`src/rtl/stage_wb_pkg.sv`:
```
// rtl/stage_wb_pkg.sv - shared widths and write-back source select for the WB stage
package stage_wb_pkg;

  localparam int WORD_SIZE = 16;
  localparam int RF_ADDR_W = 2;
  localparam int CNT_W     = 16;

  // Write-back value source, shared with the control unit.
  typedef enum logic [1:0] {
    WB_SRC_ALU = 2'd0,
    WB_SRC_MEM = 2'd1,
    WB_SRC_PC  = 2'd2
  } wb_src_e;

  // The link address wins over load data, which wins over the ALU result.
  function automatic wb_src_e wb_src_sel(input logic pc_to_reg, input logic mem_to_reg);
    if (pc_to_reg) begin
      return WB_SRC_PC;
    end else if (mem_to_reg) begin
      return WB_SRC_MEM;
    end
    return WB_SRC_ALU;
  endfunction

endpackage

```
`src/rtl/stage_wb_mem_wb_reg.sv`:
```
// rtl/stage_wb_mem_wb_reg.sv - MEM/WB pipeline register with bubble insertion
module mem_wb_reg
  import stage_wb_pkg::*;
#(
  parameter int W = WORD_SIZE,
  parameter int A = RF_ADDR_W
) (
  input  logic         clk,
  input  logic         reset,
  input  logic         in_valid,
  input  logic         in_stall,
  input  logic         in_block,
  input  logic         in_rf_write,
  input  logic         in_mem_to_reg,
  input  logic         in_pc_to_reg,
  input  logic         in_halt,
  input  logic         in_wwd,
  input  logic [A-1:0] in_dest,
  input  logic [W-1:0] in_alu_result,
  input  logic [W-1:0] in_mem_data,
  input  logic [W-1:0] in_pc_plus1,
  output logic         wb_valid,
  output logic         wb_rf_write,
  output logic         wb_mem_to_reg,
  output logic         wb_pc_to_reg,
  output logic         wb_halt,
  output logic         wb_wwd,
  output logic [A-1:0] wb_dest,
  output logic [W-1:0] wb_alu,
  output logic [W-1:0] wb_mem,
  output logic [W-1:0] wb_pc1
);

  logic         valid_q, rf_write_q, mem_to_reg_q, pc_to_reg_q, halt_q, wwd_q;
  logic [A-1:0] dest_q;
  logic [W-1:0] alu_q, mem_q, pc1_q;
  logic         valid_d;

  // A stalled or blocked slot becomes a bubble; payload is captured regardless.
  assign valid_d = in_valid & ~in_stall & ~in_block;

  // Pipeline register; payload is only meaningful while valid_q is set.
  always_ff @(posedge clk or posedge reset) begin
    if (reset) begin
      valid_q      <= 1'b0;
      rf_write_q   <= 1'b0;
      mem_to_reg_q <= 1'b0;
      pc_to_reg_q  <= 1'b0;
      halt_q       <= 1'b0;
      wwd_q        <= 1'b0;
      dest_q       <= '0;
      alu_q        <= '0;
      mem_q        <= '0;
      pc1_q        <= '0;
    end else begin
      valid_q      <= valid_d;
      rf_write_q   <= in_rf_write;
      mem_to_reg_q <= in_mem_to_reg;
      pc_to_reg_q  <= in_pc_to_reg;
      halt_q       <= in_halt;
      wwd_q        <= in_wwd;
      dest_q       <= in_dest;
      alu_q        <= in_alu_result;
      mem_q        <= in_mem_data;
      pc1_q        <= in_pc_plus1;
    end
  end

  assign wb_valid      = valid_q;
  assign wb_rf_write   = rf_write_q;
  assign wb_mem_to_reg = mem_to_reg_q;
  assign wb_pc_to_reg  = pc_to_reg_q;
  assign wb_halt       = halt_q;
  assign wb_wwd        = wwd_q;
  assign wb_dest       = dest_q;
  assign wb_alu        = alu_q;
  assign wb_mem        = mem_q;
  assign wb_pc1        = pc1_q;

endmodule

```
`src/rtl/stage_wb.sv`:
```
// rtl/stage_wb.sv - write-back stage: register-file write port, retire count, WWD and halt
module stage_wb
  import stage_wb_pkg::*;
#(
  parameter int WORD_SIZE = stage_wb_pkg::WORD_SIZE,
  parameter int RF_ADDR_W = stage_wb_pkg::RF_ADDR_W,
  parameter int CNT_W     = stage_wb_pkg::CNT_W
) (
  input  logic                 clk,
  input  logic                 reset,
  input  logic                 in_valid,
  input  logic                 in_stall,
  input  logic                 in_rf_write,
  input  logic                 in_mem_to_reg,
  input  logic                 in_pc_to_reg,
  input  logic                 in_halt,
  input  logic                 in_wwd,
  input  logic [RF_ADDR_W-1:0] in_dest,
  input  logic [WORD_SIZE-1:0] in_alu_result,
  input  logic [WORD_SIZE-1:0] in_mem_data,
  input  logic [WORD_SIZE-1:0] in_pc_plus1,
  output logic                 rf_write,
  output logic [RF_ADDR_W-1:0] rf_addr3,
  output logic [WORD_SIZE-1:0] rf_data3,
  output logic [CNT_W-1:0]     num_inst,
  output logic [WORD_SIZE-1:0] output_port,
  output logic                 is_halted
);

  logic                 wb_valid, wb_rf_write, wb_mem_to_reg, wb_pc_to_reg, wb_halt, wb_wwd;
  logic [RF_ADDR_W-1:0] wb_dest;
  logic [WORD_SIZE-1:0] wb_alu, wb_mem, wb_pc1;
  logic                 retire, block;

  logic [CNT_W-1:0]     num_inst_q, num_inst_d;
  logic [WORD_SIZE-1:0] output_port_q, output_port_d;
  logic                 is_halted_q, is_halted_d;

  // Nothing new enters once halted, nor on the edge the HLT itself retires.
  assign block  = is_halted_q | (wb_valid & wb_halt);
  assign retire = wb_valid;

  mem_wb_reg #(
    .W(WORD_SIZE),
    .A(RF_ADDR_W)
  ) u_mem_wb_reg (
    .clk          (clk),
    .reset        (reset),
    .in_valid     (in_valid),
    .in_stall     (in_stall),
    .in_block     (block),
    .in_rf_write  (in_rf_write),
    .in_mem_to_reg(in_mem_to_reg),
    .in_pc_to_reg (in_pc_to_reg),
    .in_halt      (in_halt),
    .in_wwd       (in_wwd),
    .in_dest      (in_dest),
    .in_alu_result(in_alu_result),
    .in_mem_data  (in_mem_data),
    .in_pc_plus1  (in_pc_plus1),
    .wb_valid     (wb_valid),
    .wb_rf_write  (wb_rf_write),
    .wb_mem_to_reg(wb_mem_to_reg),
    .wb_pc_to_reg (wb_pc_to_reg),
    .wb_halt      (wb_halt),
    .wb_wwd       (wb_wwd),
    .wb_dest      (wb_dest),
    .wb_alu       (wb_alu),
    .wb_mem       (wb_mem),
    .wb_pc1       (wb_pc1)
  );

  // Write port is driven purely from registered fields, so it is stable all cycle.
  always_comb begin
    rf_write = wb_valid & wb_rf_write;
    rf_addr3 = wb_dest;
    rf_data3 = wb_alu;
    case (wb_src_sel(wb_pc_to_reg, wb_mem_to_reg))
      WB_SRC_PC:  rf_data3 = wb_pc1;
      WB_SRC_MEM: rf_data3 = wb_mem;
      default:    rf_data3 = wb_alu;
    endcase
  end

  // Retire bookkeeping: count, WWD capture, sticky halt.
  always_comb begin
    num_inst_d    = num_inst_q;
    output_port_d = output_port_q;
    is_halted_d   = is_halted_q;
    if (retire) begin
      num_inst_d = num_inst_q + {{(CNT_W-1){1'b0}}, 1'b1};
      if (wb_wwd) begin
        output_port_d = wb_alu;
      end
      if (wb_halt) begin
        is_halted_d = 1'b1;
      end
    end
  end

  // Retire state registers.
  always_ff @(posedge clk or posedge reset) begin
    if (reset) begin
      num_inst_q    <= '0;
      output_port_q <= '0;
      is_halted_q   <= 1'b0;
    end else begin
      num_inst_q    <= num_inst_d;
      output_port_q <= output_port_d;
      is_halted_q   <= is_halted_d;
    end
  end

  assign num_inst    = num_inst_q;
  assign output_port = output_port_q;
  assign is_halted   = is_halted_q;

endmodule
```
`config.mk`:
```
export PLATFORM = sky130hd
export DESIGN_NAME = stage_wb
export DESIGN_NICKNAME = d
export VERILOG_FILES = /design/src/rtl/stage_wb_pkg.sv /design/src/rtl/stage_wb_mem_wb_reg.sv /design/src/rtl/stage_wb.sv
export SDC_FILE = /design/constraint.sdc
export NUM_CORES = 1
export LEC_CHECK = 0
export CORE_UTILIZATION = 44
export DETAILED_ROUTE_END_ITERATION = 6
export GPL_TIMING_DRIVEN = 0
export HOLD_SLACK_MARGIN = 0.1
export PLACE_DENSITY = 0.83
export SYNTH_ARGS = -nofsm -noshare
export SYNTH_HDL_FRONTEND = slang
export SYNTH_SLANG_ARGS = --single-unit
```
`constraint.sdc`:
```
create_clock -name clk -period 3.3 [get_ports clk]
set_clock_uncertainty 0.15 [all_clocks]
set_input_delay 0.495 -clock clk [delete_from_list [all_inputs] [get_ports clk]]
set_output_delay 0.495 -clock clk [all_outputs]
set_load 0.01 [all_outputs]
```
==> impl_metrics.tcl <==
set metrics [dict create \
    status "complete, no violations" \
    synth_seq_cells 89 \
    grt_overflow 0 \
    critPathLaunch "u_mem_wb_reg.wb_mem_to_reg" \
    postSynthCellCount 208 \
    cp-start-kind "register" \
    cp.arrival_ns 2.04 \
    fin_setup_tns_ns 0 \
    synth_commonest_cells "dfrtp_1 (89), nand2_1 (20), mux2i_1 (16), o21ai_0 (16), mux2_2 (15)" \
    cts_sinks 89 \
    cts_root_buf "clkbuf_8" \
    syn-num-nets 268 \
    drv_cap 0 \
    n_antenna_cell 0 \
    p_per_area_mw_per_mm2 527.8 \
    cts_resized 0 \
    setup_viol 0 \
    ir_drop_v 0.0003287 \
    crit_fanout 10 \
    clk_latency_ns 0.34 \
    die_h_um 86.03 \
    initial_core_util_pct 45.73 \
    synthArstFlopShare_pct 100.0 \
    ctsHoldBuffers 0 \
    worst_slack_ns 0.6110 \
    yosys_most_used_dff "dfrtp_1" \
    rr_worst_depth 4 \
    ys_types 24 \
    max_slew_margin_pct 62.48 \
    grt_util_met1_pct 21.86 \
    r2r-start "u_mem_wb_reg.wb_valid" \
    wl_per_cell_um 14.57 \
    grt_use_met3_pct 5.679 \
    met2_usage_pct 29.65 \
    period_share_pct 81.49 \
    regToRegSetupSlack_ns 1.61 \
    clkTransAtPathRegs_ns 0.09 \
    portBuffers 110 \
    gp_congestion 0.7311 \
    grt_pass1_vias 2077 \
    cts_tree "built" \
    cts_buffers 9 \
    p_int_w 0.001787 \
    grt-busiest-layer "met2" \
    worstSetupEndpointType "primary output" \
    sequentialPowerShare_pct 53.2 \
    post_cts_buffers 0 \
    hpwl_um 4468 \
    hold_viol_final 0 \
    htreeDepth 3 \
    die_w_um 86.03 \
    power.leakage_nw 1.984 \
    required_ns 2.65 \
    synth.most_common_cell "dfrtp_1" \
    whs_ns 0.3224 \
    core_area_mm2 0.006794 \
    seq_area_frac_synth_pct 71.69 \
    synth_edf_count 0 \
    min_path_type "in -> async" \
    drv_slew 0 \
    grt_max_degree 64 \
    dieArea_mm2 0.007401 \
    synth_top_area_share_pct 71.69 \
    rsz0062_at_grt "false" \
    dr.pass1.iters 4 \
    place_ws_ns 0.9578 \
    ys_warn_count 0 \
    syn_area_per_cell_um2 14.94 \
    drc 0 \
    p_clk_share_pct 27.7 \
    wirelength_um 6279 \
    grt_usage_pct 18.12 \
    min_period_ns 2.689 \
    r2r-end "output_port[0]" \
    via_count 2041 \
    antenna_left 0 \
    drtIter0Drc 37 \
    clock_tree.buffer_depth 2 \
    drive_gt1_share_pct 12.84 \
    grt_pass1_wl_um 9908 \
    max_freq_mhz 371.9 \
    syn-cell-area_mm2 0.003107 \
    ys_top_cells_by_area "dfrtp_1 (72%), mux2_2 (5.4%), mux2i_1 (5.2%), xor2_1 (2.8%), o21ai_0 (2.6%)" \
    routed_via_density 4.735 \
    worstSetupEndpoint "rf_data3[13]" \
    area_growth_pct 46.11 \
    p_switching_w 0.0006087 \
    final_nets 390 \
    antenna_found_initial 0 \
    combPwrFrac_pct 19.1 \
    tightest_slew_ns 0.5628 \
    critPathKind "reg -> out" \
    num_rows 30 \
    synth_top_cell_by_area "dfrtp_1" \
    pin_count 111 \
    switching_share_pct 25.41 \
]
-- per-stage QoR --
step / utilization (%) / total power (W) / instances / instance area, µm²
5_1_grt: 66.81 / 0.002524 / 431 / 4539
3_3_place_gp: 63.70 / 0.001743 / 414 / 4328
3_5_place_dp: 64.14 / 0.001760 / 415 / 4358
4_1_cts: 66.81 / 0.002438 / 431 / 4539
2_1_floorplan: - / 0.001459 / 208 / 3107
6_report: 66.81 / 0.002396 / 431 / 4539
-- final cells by class --
type	count	area, µm²
Buffer	7	36.28
Clock buffer	11	141.4
Clock inverter	5	40.04
Fill cell	521	2255
Inverter	3	13.76
Multi-Input combinational cell	109	832.0
Sequential cell	89	2227
Tap cell	96	120.1
Timing Repair Buffer	111	1129
-- metal layers --
layer	part of all wire, %	vias up
li1	-	947
met1	41	1009
met2	50	74
met3	7.1	11
met4	1.7	0
met5	0	-
-- cell families (layout without fill, tap and decap cells) --
| logic type | after synthesis | count (layout) | share of synthesized area, % |
|---|---|---|---|
| AO/OA/AOI/OAI | 17 | 17 | 2.819 |
| multiplexers | 33 | 33 | 11.32 |
| adder cells (fa/ha/maj) | 1 | 1 | 0.4027 |
| XOR/XNOR | 15 | 15 | 4.229 |
| AND/OR/NAND/NOR | 43 | 43 | 8.015 |
| buffers and inverters | 10 | 137 | 1.530 |
| flip-flops | 89 | 89 | 71.69 |
-- worst min path at each step --
stage,startpoint,to,slack (ns),depth (start not counted)
2_1_floorplan,u_mem_wb_reg.wb_halt,is_halted,0.30,1
3_3_place_gp,num_inst[15],num_inst[15],0.31,1
3_5_place_dp,u_mem_wb_reg.wb_halt,is_halted,0.33,1
4_1_cts,reset,u_mem_wb_reg.wb_valid,0.31,2
5_1_grt,reset,u_mem_wb_reg.wb_dest[0],0.32,2
6_report,reset,u_mem_wb_reg.wb_valid,0.32,2
-- cells in the final DEF, fill, tap and decap left out, types with 2 or more instances in the layout --
cell type,count
mux2_2,15
mux2_1,2
mux2i_1,16
nor3_1,4
nand3_1,4
buf_4,2
clkbuf_8,10
clkdlybuf4s50_1,110
nor2_1,3
buf_2,2
inv_1,2
clkbuf_1,4
nand2_1,20
dfrtp_1,89
o21ai_0,16
xor2_1,10
xnor2_1,5
nand4_1,3
clkinvlp_4,3
nor4_2,4
-- critical path: stages (launching register included) --
cell,delay (ns)
dfrtp_1,0.33
buf_2,0.24
buf_4,0.29
mux2i_1,0.10
o21ai_0,0.16
clkdlybuf4s50_1,0.60
-- power groups by stage --
stage          Clock, W  Sequential [W]  Combinational, W
2_1_floorplan         0         0.00132          0.000137
3_3_place_gp          0         0.00129          0.000452
3_5_place_dp          0         0.00130          0.000465
4_1_cts        0.000696         0.00128          0.000467
5_1_grt        0.000743         0.00129          0.000491
6_report       0.000663         0.00127          0.000458
Note: power is estimated with default switching activity, not from simulation.
